==> src/rtl/dnn_sample_sequencer.sv <==
`default_nettype none
// ==========================================================================
// Module  : dnn_sample_sequencer
// Purpose : Issues sample fetches on DNN block boundaries and scores the
//           delayed predictions; scoring is built only with SEQ_ACCURACY_EN.
// Rev     : 1.0  initial release
// ==========================================================================
module dnn_sample_sequencer #(
    parameter int cpc     = 18,
    parameter int n_out   = 16,
    parameter int eta_w   = 4,
    parameter int aw      = 16,
    parameter int RES_LAT = 4
) (
    input  logic                     clk,
    input  logic                     reset,
    input  logic [$clog2(cpc)-1:0]   cycle_index,
    input  logic                     start,
    input  logic                     abort,
    input  logic [aw-1:0]            num_samples,
    input  logic [eta_w-1:0]         eta_cfg,
    input  logic                     sample_ready,
    input  logic [n_out-1:0]         ans_in,
    input  logic [n_out-1:0]         actL_alln,
    output logic [aw-1:0]            sample_idx,
    output logic                     sample_load,
    output logic [eta_w-1:0]         etapos0,
    output logic                     busy,
    output logic                     done,
    output logic [aw-1:0]            bubble_count,
    output logic [aw-1:0]            correct_count
);

    localparam int CIW = $clog2(cpc);
    localparam logic [CIW-1:0] LAST_CYC = CIW'(cpc - 1);

    typedef enum logic [1:0] {
        IDLE  = 2'd0,
        FEED  = 2'd1,
        DRAIN = 2'd2,
        DONE  = 2'd3
    } state_t;

    state_t               state;
    state_t               state_nxt;
    logic                 blk_end;
    logic                 start_acc;
    logic                 issue;
    logic                 bubble;
    logic                 shift_en;
    logic                 push_vld;
    logic                 older_empty;
    logic [RES_LAT-1:0]   vld;
    logic [aw-1:0]        num_lat;
    logic [eta_w-1:0]     eta_lat;

    assign blk_end = (cycle_index == LAST_CYC);
    assign busy    = (state == FEED) || (state == DRAIN);
    assign done    = (state == DONE);

    // The tail entry leaves on this block end, so only the older stages decide drain completion.
    always_comb begin
        older_empty = 1'b1;
        for (int i = 0; i < RES_LAT - 1; i++) begin
            if (vld[i]) older_empty = 1'b0;
        end
    end

    always_ff @(posedge clk) begin
        if (reset) state <= IDLE;
        else       state <= state_nxt;
    end

    always_comb begin
        state_nxt   = state;
        sample_load = 1'b0;
        start_acc   = 1'b0;
        issue       = 1'b0;
        bubble      = 1'b0;
        shift_en    = 1'b0;
        push_vld    = 1'b0;
        if (reset) begin
            state_nxt = IDLE;
        end else if (abort) begin
            state_nxt = IDLE;
        end else begin
            case (state)
                IDLE, DONE: begin
                    if (start) begin
                        start_acc = 1'b1;
                        state_nxt = (num_samples == '0) ? DONE : FEED;
                    end
                end
                FEED: begin
                    if (blk_end) begin
                        shift_en = 1'b1;
                        if (sample_ready) begin
                            sample_load = 1'b1;
                            issue       = 1'b1;
                            push_vld    = 1'b1;
                            if (sample_idx == num_lat - aw'(1)) state_nxt = DRAIN;
                        end else begin
                            bubble = 1'b1;
                        end
                    end
                end
                DRAIN: begin
                    if (blk_end) begin
                        shift_en = 1'b1;
                        if (older_empty) state_nxt = DONE;
                    end
                end
                default: state_nxt = IDLE;
            endcase
        end
    end

    always_ff @(posedge clk) begin
        if (reset) begin
            sample_idx   <= '0;
            etapos0      <= '0;
            bubble_count <= '0;
            vld          <= '0;
            num_lat      <= '0;
            eta_lat      <= '0;
        end else if (abort) begin
            vld     <= '0;
            etapos0 <= '0;
        end else if (start_acc) begin
            num_lat      <= num_samples;
            eta_lat      <= eta_cfg;
            sample_idx   <= '0;
            bubble_count <= '0;
            vld          <= '0;
            etapos0      <= '0;
        end else if (shift_en) begin
            vld[0] <= push_vld;
            for (int i = 1; i < RES_LAT; i++) vld[i] <= vld[i-1];
            if (issue) begin
                etapos0    <= eta_lat;
                sample_idx <= sample_idx + aw'(1);
            end else begin
                etapos0 <= '0;
            end
            if (bubble && (bubble_count != '1)) bubble_count <= bubble_count + aw'(1);
        end
    end

`ifdef SEQ_ACCURACY_EN
    logic [n_out-1:0] ans_pipe [RES_LAT];
    logic [aw-1:0]    correct_q;

    always_ff @(posedge clk) begin
        if (reset) begin
            correct_q <= '0;
            for (int i = 0; i < RES_LAT; i++) ans_pipe[i] <= '0;
        end else if (abort) begin
            for (int i = 0; i < RES_LAT; i++) ans_pipe[i] <= '0;
        end else if (start_acc) begin
            correct_q <= '0;
            for (int i = 0; i < RES_LAT; i++) ans_pipe[i] <= '0;
        end else if (shift_en) begin
            // Score the tail against the current prediction before it is shifted out.
            if (vld[RES_LAT-1] && (actL_alln == ans_pipe[RES_LAT-1]))
                correct_q <= correct_q + aw'(1);
            ans_pipe[0] <= push_vld ? ans_in : '0;
            for (int i = 1; i < RES_LAT; i++) ans_pipe[i] <= ans_pipe[i-1];
        end
    end

    assign correct_count = correct_q;
`else
    logic unused_acc;
    assign unused_acc    = ^{ans_in, actL_alln, vld[RES_LAT-1]};
    assign correct_count = '0;
`endif

endmodule
`default_nettype wire
==> config.mk <==
export PLATFORM = sky130hd
export DESIGN_NAME = dnn_sample_sequencer
export DESIGN_NICKNAME = d
export VERILOG_FILES = /design/src/rtl/dnn_sample_sequencer.sv
export SDC_FILE = /design/constraint.sdc
export NUM_CORES = 1
export LEC_CHECK = 0
export ABC_AREA = 1
export CAP_MARGIN = 20
export CORE_MARGIN = 2
export CORE_UTILIZATION = 26
export DETAILED_ROUTE_END_ITERATION = 8
export PLACE_DENSITY_LB_ADDON = 0.3
export REMOVE_ABC_BUFFERS = 1
export SLEW_MARGIN = 20
export SYNTH_ARGS = -nofsm -noshare
export SYNTH_HDL_FRONTEND = slang
export SYNTH_SLANG_ARGS = --single-unit
==> constraint.sdc <==
create_clock -name clk -period 2.35 [get_ports clk]
set_clock_uncertainty 0.1 [all_clocks]
set_input_delay 0.235 -clock clk [delete_from_list [all_inputs] [get_ports clk]]
set_output_delay 0.235 -clock clk [all_outputs]
set_load 0.01 [all_outputs]
==> results of run 1 <==
==> metrics by stage <==
stage                     utilization (%)  setup WS, ns  instance area [um^2]  hold slack (ns)
after floorplan                         -        -0.106                  3640            0.204
after global placement               33.3         0.122                  4660            0.334
after detailed placement             33.3        0.0499                  4660            0.360
after CTS                            35.5        0.0275                  4970            0.365
after global routing                 35.6      -0.00356                  4980            0.395
final                                35.6         0.144                  4980            0.366
==> layer usage <==
metal	track usage (%)	wire, um	vias to the layer above
met5	0	0	-
met3	3.62	516	10
met4	5.83	112	0
met1	18.0	4790	1728
met2	25.1	5200	87
li1	-	-	1971
==> cell type report <==
| class | instances | share of cell area [%] |
|---|---|---|
| clock inverter | 3 | 0.854 |
| sequential | 61 | 24.5 |
| tap | 180 | 4.52 |
| multi-input combinational | 434 | 44.0 |
| timing repair buffer | 83 | 15.9 |
| clock buffer | 13 | 5.42 |
| inverter | 62 | 4.75 |
==> Yosys cell counts (2+ instances only) <==
| library cell | number | share of area, % |
|---|---|---|
| a21oi_1 | 48 | 6.4 |
| a31o_2 | 3 | 0.70 |
| buf_2 | 3 | 0.40 |
| buf_4 | 16 | 3.2 |
| clkbuf_1 | 7 | 0.70 |
| dfxtp_1 | 61 | 33 |
| ha_1 | 6 | 2.0 |
| inv_1 | 57 | 5.7 |
| inv_2 | 2 | 0.20 |
| nand2_1 | 138 | 14 |
| nand2_4 | 2 | 0.60 |
| nand3_1 | 27 | 3.6 |
| nand3_2 | 2 | 0.53 |
| nand4_1 | 9 | 1.5 |
| nor2_1 | 84 | 8.4 |
| nor2_2 | 4 | 0.67 |
| nor2_4 | 5 | 1.5 |
| nor3_1 | 13 | 1.7 |
| nor3_2 | 3 | 0.80 |
| nor4_1 | 5 | 0.83 |
| o21ai_0 | 26 | 3.5 |
| o21ai_1 | 6 | 0.80 |
| o31ai_1 | 2 | 0.40 |
| xnor2_1 | 7 | 1.6 |
| xor2_1 | 15 | 3.5 |
==> worst max-delay path, stage by stage <==
cell	delay, ns
clkdlybuf4s50_1	0.40
nor2_1	0.10
nand2_1	0.09
nor3b_4	0.30
nand4_2	0.13
inv_1	0.08
clkdlybuf4s50_1	0.54
==> kinds of logic after synthesis <==
kind of cell	count (synthesis)	synth area share, %
and+or+nand+nor	300	36.5
AOI/OAI and AO/OA	90	12.9
buffers and inverters	89	10.7
DFF	61	32.6
xor gates and xnor gates	22	5.14
adders and majority gates	6	2.00
other	1	0.100
==> power by group <==
| part | internal (mW) | total [mW] | switching (mW) | leakage, nW |
|---|---|---|---|---|
| logic | 0.188 | 0.471 | 0.282 | 1.35 |
| registers | 1.06 | 1.09 | 0.0269 | 0.494 |
| clock network | 0.905 | 1.36 | 0.457 | 0.152 |
| total | 2.16 | 2.92 | 0.766 | 1.99 |
==> registers in the layout (all words and copies together), names as in the netlist <==
signal        count
etapos0           4
bubble_count     16
vld               3
num_lat          16
eta_lat           4
state             2
sample_idx       16
==> timing repair <==
item                       in CTS  in global routing
setup endpoints to repair       0                  3
resized for setup               0                  4
buffers inserted                0                  0
hold buffers                    0                  0
==> worst paths after layout <==
kind                   from          end  slack, ns  cells after the start
min reg2reg          vld[2]       vld[2]       0.37                      2
max          cycle_index[3]  sample_load       0.14                      7
max reg2reg      num_lat[1]     state[0]       0.27                     14
min                  vld[2]       vld[2]       0.37                      2
==> results.md, run 1 <==
* Status: finished, final reports clean
* Final setup viols at 0
* ANT cells at 0
* Worst setup path class: input port to primary output
* Starting DRT DRC Count at 212
* Maximum vdd drop at 362 uV
* Multi-input gate area at 2190 um^2
* DIE AREA at 15,400 um^2
* Mean Syn Cell Area at 6.59 um^2
* Most common cell after layout, fill and taps aside: nand2_1
* Power density cells at 587 nW/um^2
* Max FO, Critical Path at 4
* Final min period at 2.21 ns
* Worst-Margin Slew at 0.650 ns
* Post-synth EDFFs at 0
* Overflow after GRT at 0
* Core area at 14,000 um^2
* DP HPWL at 8.35 mm
* PortBufs at 68
* Via count at 3,796
* Nets at 719
* # IOs at 117
* FF+latch area at 1220 um^2
* Fraction of layout cells with a size suffix above 1 at 9.45%
* Number of fill cells at 1,516
* Initial antenna violation count at 0
* H-tree levels at 3
* Die Span Y at 124 um
* Root buffer cell: clkbuf_16
* DR WL/cell at 12.7 um
* MaxCap Viol Count at 0
* Hold Fails Final Rpt at 0
* Pwr Total at 2.92 mW
* Vias per cell at 4.54
* Drt first pass iters at 4
* Maximum clock frequency at 453 MHz
* Worst hold path class: register to register
* Final Instance Count excl. Fillers at 836
* Critical Path Source Type: input port
* Synth cell types at 43
* YS warnings at 0
* CP arrival at 1.87 ns
* Slew Limit Fails at 0
* Critical Path RT at 2.02 ns
* Clk slew on worst S/H paths at 0.05 ns
* Commonest non-fill, non-tap cells in the layout: 138 x nand2_1, 83 x nor2_1, 68 x clkdlybuf4s50_1
* Initial Utilization at 26.8%
* DRT antenna net count at 0
* Die width at 124 um
* Top FF cell, synth: dfxtp_1
* Async SR Flop Fraction at 0%
* Slew headroom at 56.4%
* TritonCTS Buffers at 9
* GR Util All Layers at 14.8%
* Rows at 43
* Gp weighted congestion at 0.910
* Largest net degree at the start of global routing at 31
* Worst Setup End Kind: primary output
* Inst Count DP at 820
* CTS max path bufs at 2
* Post-Synthesis Cells at 569
* Post-Synthesis Cell Area at 3750 um^2
* Clk_lat worst skew at 0.33 ns
* Synthesis-to-layout area growth at 32.9%
* Seq/Total Area, Yosys at 32.6%
* DRC viols at 0
* Flops & latches, synth at 61
* Sum of negative setup slack at 0 ns
* Leak at 1.99 nW
* CTS tree: done
* Period utilization at 93.9%
* Vias in the first global route at 3,748
* Global-route wire length before repair at 17.6 mm
* TritonCTS Sinks at 61
* Total length of routed wires at 10.6 mm
Note: power is estimated with default switching activity, not from simulation.
==> inputs of run 2 (changes only) <==
Settings changed: ABC_CLOCK_PERIOD_IN_PS set to 2350, MAX_ROUTING_LAYER set to met4.
==> run 2 against run 1 <==
Combinational power is essentially flat; sequential share of layout area grew 0.080 points; count of clock-buffer cells in the layout shrank 1; routed wire length grew 0.12%; fmax grew 0.32%; final area shrank 0.33%; clock power shrank 4%; first-iteration DRC count shrank 32%; final cell count grew 0.12%.
==> results.md, run 2 (synthesized netlist as in run 1, its figures left out) <==
* Status: finished, final reports clean
* CP arrival at 1.86 ns (about the same)
* Slew Limit Fails at 0 (unchanged)
* Cells along the critical path: inv_1 > ha_2 > inv_2 > buf_4 > clkdlybuf4s50_1
* Maximum clock frequency at 455 MHz (+0.32%)
* Unrepaired setup endpoints after global routing: no
* CTS max path bufs at 2 (unchanged)
* Max FO, Critical Path at 4 (unchanged)
* Initial antenna violation count at 0 (unchanged)
* Highest cell delay on the worst timing path at 0.54 ns (about the same)
* Root buffer cell: clkbuf_16
* Inst Count DP at 820 (unchanged)
* Power density cells at 579 nW/um^2 (-1.3%)
* Period utilization at 93.6% (-0.30 points)
* Worst setup path class: register to primary output
* Rows at 43 (unchanged)
* R2r worst-path depth at 16 (+2)
* DP HPWL at 8.30 mm (-0.59%)
* DRC viols at 0 (unchanged)
* DRT met1 WL at 4.85 mm (+1.4%)
* Critical path origin: state[0]
* PortBufs at 68 (unchanged)
* Critical Path Source Type: register
* Most common cell after layout, fill and taps aside: nand2_1
* Vias in the first global route at 3,736 (-0.32%)
* Gp weighted congestion at 0.922 (+1.3%)
* Reg-to-reg startpoint: num_lat[1]
* Final instance area at 4970 um^2 (-0.33%)
* Setup crit end: busy
* Worst hold path class: register to register
* DIE AREA at 15,400 um^2 (unchanged)
* Vias per cell at 4.48 (-1.4%)
* Final min period at 2.20 ns (-0.00706 ns)
* Worst-Margin Slew at 0.594 ns (-0.0560 ns)
* Top Registers: bubble_count: 16 flops, num_lat: 16 flops, sample_idx: 16 flops
* # IOs at 117 (unchanged)
* Sum of negative setup slack at 0 ns (unchanged)
* DRT antenna net count at 0 (unchanged)
* Clk slew on worst S/H paths at 0.06 ns (about the same)
* Worst Setup End Kind: primary output
* Number of fill cells at 1,492 (-1.6%)
* Met2 WL at 5.21 mm (+0.17%)
* Final Hold Slack at 0.365 ns (-0.000841 ns)
* Leak at 1.99 nW (-0.26%)
* MaxCap Viol Count at 0 (unchanged)
* Maximum vdd drop at 368 uV (+1.6%)
* TritonCTS Buffers at 9 (unchanged)
* Hold Fails Final Rpt at 0 (unchanged)
* Drt first pass iters at 4 (unchanged)
* Clk_lat worst skew at 0.34 ns (about the same)
* Starting DRT DRC Count at 145 (-32%)
* Die width at 124 um (unchanged)
* GR Util All Layers at 15.4% (+0.61 points)
* Final critical-path setup slack at 0.151 ns (+0.00706 ns)
* Synthesis-to-layout area growth at 32.4%
* Critical path's slowest cell: clkdlybuf4s50_1
* DP Worst Slack at 0.0661 ns (+0.0162 ns)
* R2R setup slack at 0.29 ns (+0.02 ns)
* Reg2reg end: state[0]
* DR WL/cell at 12.7 um (about the same)
* Initial Utilization at 26.8% (unchanged)
* WL met3 at 453 um (-12%)
* Final setup viols at 0 (unchanged)
* Final Instance Count excl. Fillers at 837 (+0.12%)
* Post-DP Area at 4660 um^2 (unchanged)
* Global-route wire length before repair at 17.7 mm (+0.82%)
* H-tree levels at 3 (unchanged)
* ANT cells at 0 (unchanged)
* Slew headroom at 60.1% (+3.8 points)
* CTS tree: done
* Nets at 720 (+0.14%)
* Die Span Y at 124 um (unchanged)
* Top sig layer: met4
* Via count at 3,749 (-1.2%)
* Critical Path RT at 2.02 ns (about the same)
* Fraction of layout cells with a size suffix above 1 at 9.44% (-0.014 points)
* TritonCTS Sinks at 61 (unchanged)
* Total length of routed wires at 10.6 mm (+0.12%)
* Largest net degree at the start of global routing at 31 (unchanged)
* Overflow after GRT at 0 (unchanged)
* Core area at 14,000 um^2 (unchanged)
* Commonest non-fill, non-tap cells in the layout: 138 x nand2_1, 83 x nor2_1, 68 x clkdlybuf4s50_1
[run 2: timing repair]
item | CTS | global route
hold buffers | 0 | 0
gates resized for setup | 0 | 3
endpoints found under the setup margin | 0 | 4
buffers inserted | 0 | 1
[run 2: worst max-delay path, delay by kind of cell (launching register included)]
family | cells | cell delay (ns)
flip-flops | 1 | 0.36
buffers and inverters | 4 | 0.85
adder cells (fa/ha/maj) | 1 | 0.33
[run 2: worst min-delay path by stage]
stage                             to    from  slack (ns)  cells after the start
floorplan           bubble_count[11]   reset        0.20                      1
global placement              vld[2]  vld[2]        0.33                      2
detailed placement            vld[2]  vld[2]        0.36                      2
CTS                           vld[2]  vld[2]        0.37                      2
global route                  vld[1]  vld[1]        0.39                      2
finish                        vld[2]  vld[2]        0.37                      2
[run 2: metrics by stage]
step	total power, mW	util [%]
after floorplan	1.41	-
after global placement	1.57	33.3
after detailed placement	1.58	33.3
after CTS	2.91	35.4
after global routing	3.03	35.5
final	2.88	35.5
[run 2: power breakdown]
part | switching (mW) | internal [mW] | leakage (nW) | total, mW
registers | 0.0266 | 1.06 | 0.494 | 1.09
logic | 0.284 | 0.187 | 1.35 | 0.472
clock network | 0.469 | 0.846 | 0.143 | 1.31
total | 0.780 | 2.10 | 1.99 | 2.88
[run 2: cell type report]
type                            count  area, um^2  area share (%)
Multi-Input combinational cell    434        2190            44.1
Sequential cell                    61        1220            24.6
Timing Repair Buffer               84         801            16.1
Clock buffer                       12         246            4.96
Inverter                           62         236            4.76
Tap cell                          180         225            4.54
Clock inverter                      4        47.5           0.957
[run 2: per-layer routing]
metal,GRT usage (%),vias to the layer above
li1,-,1979
met1,18.2,1691
met2,25.4,71
met3,3.98,8
met4,5.34,0
met5,-,-
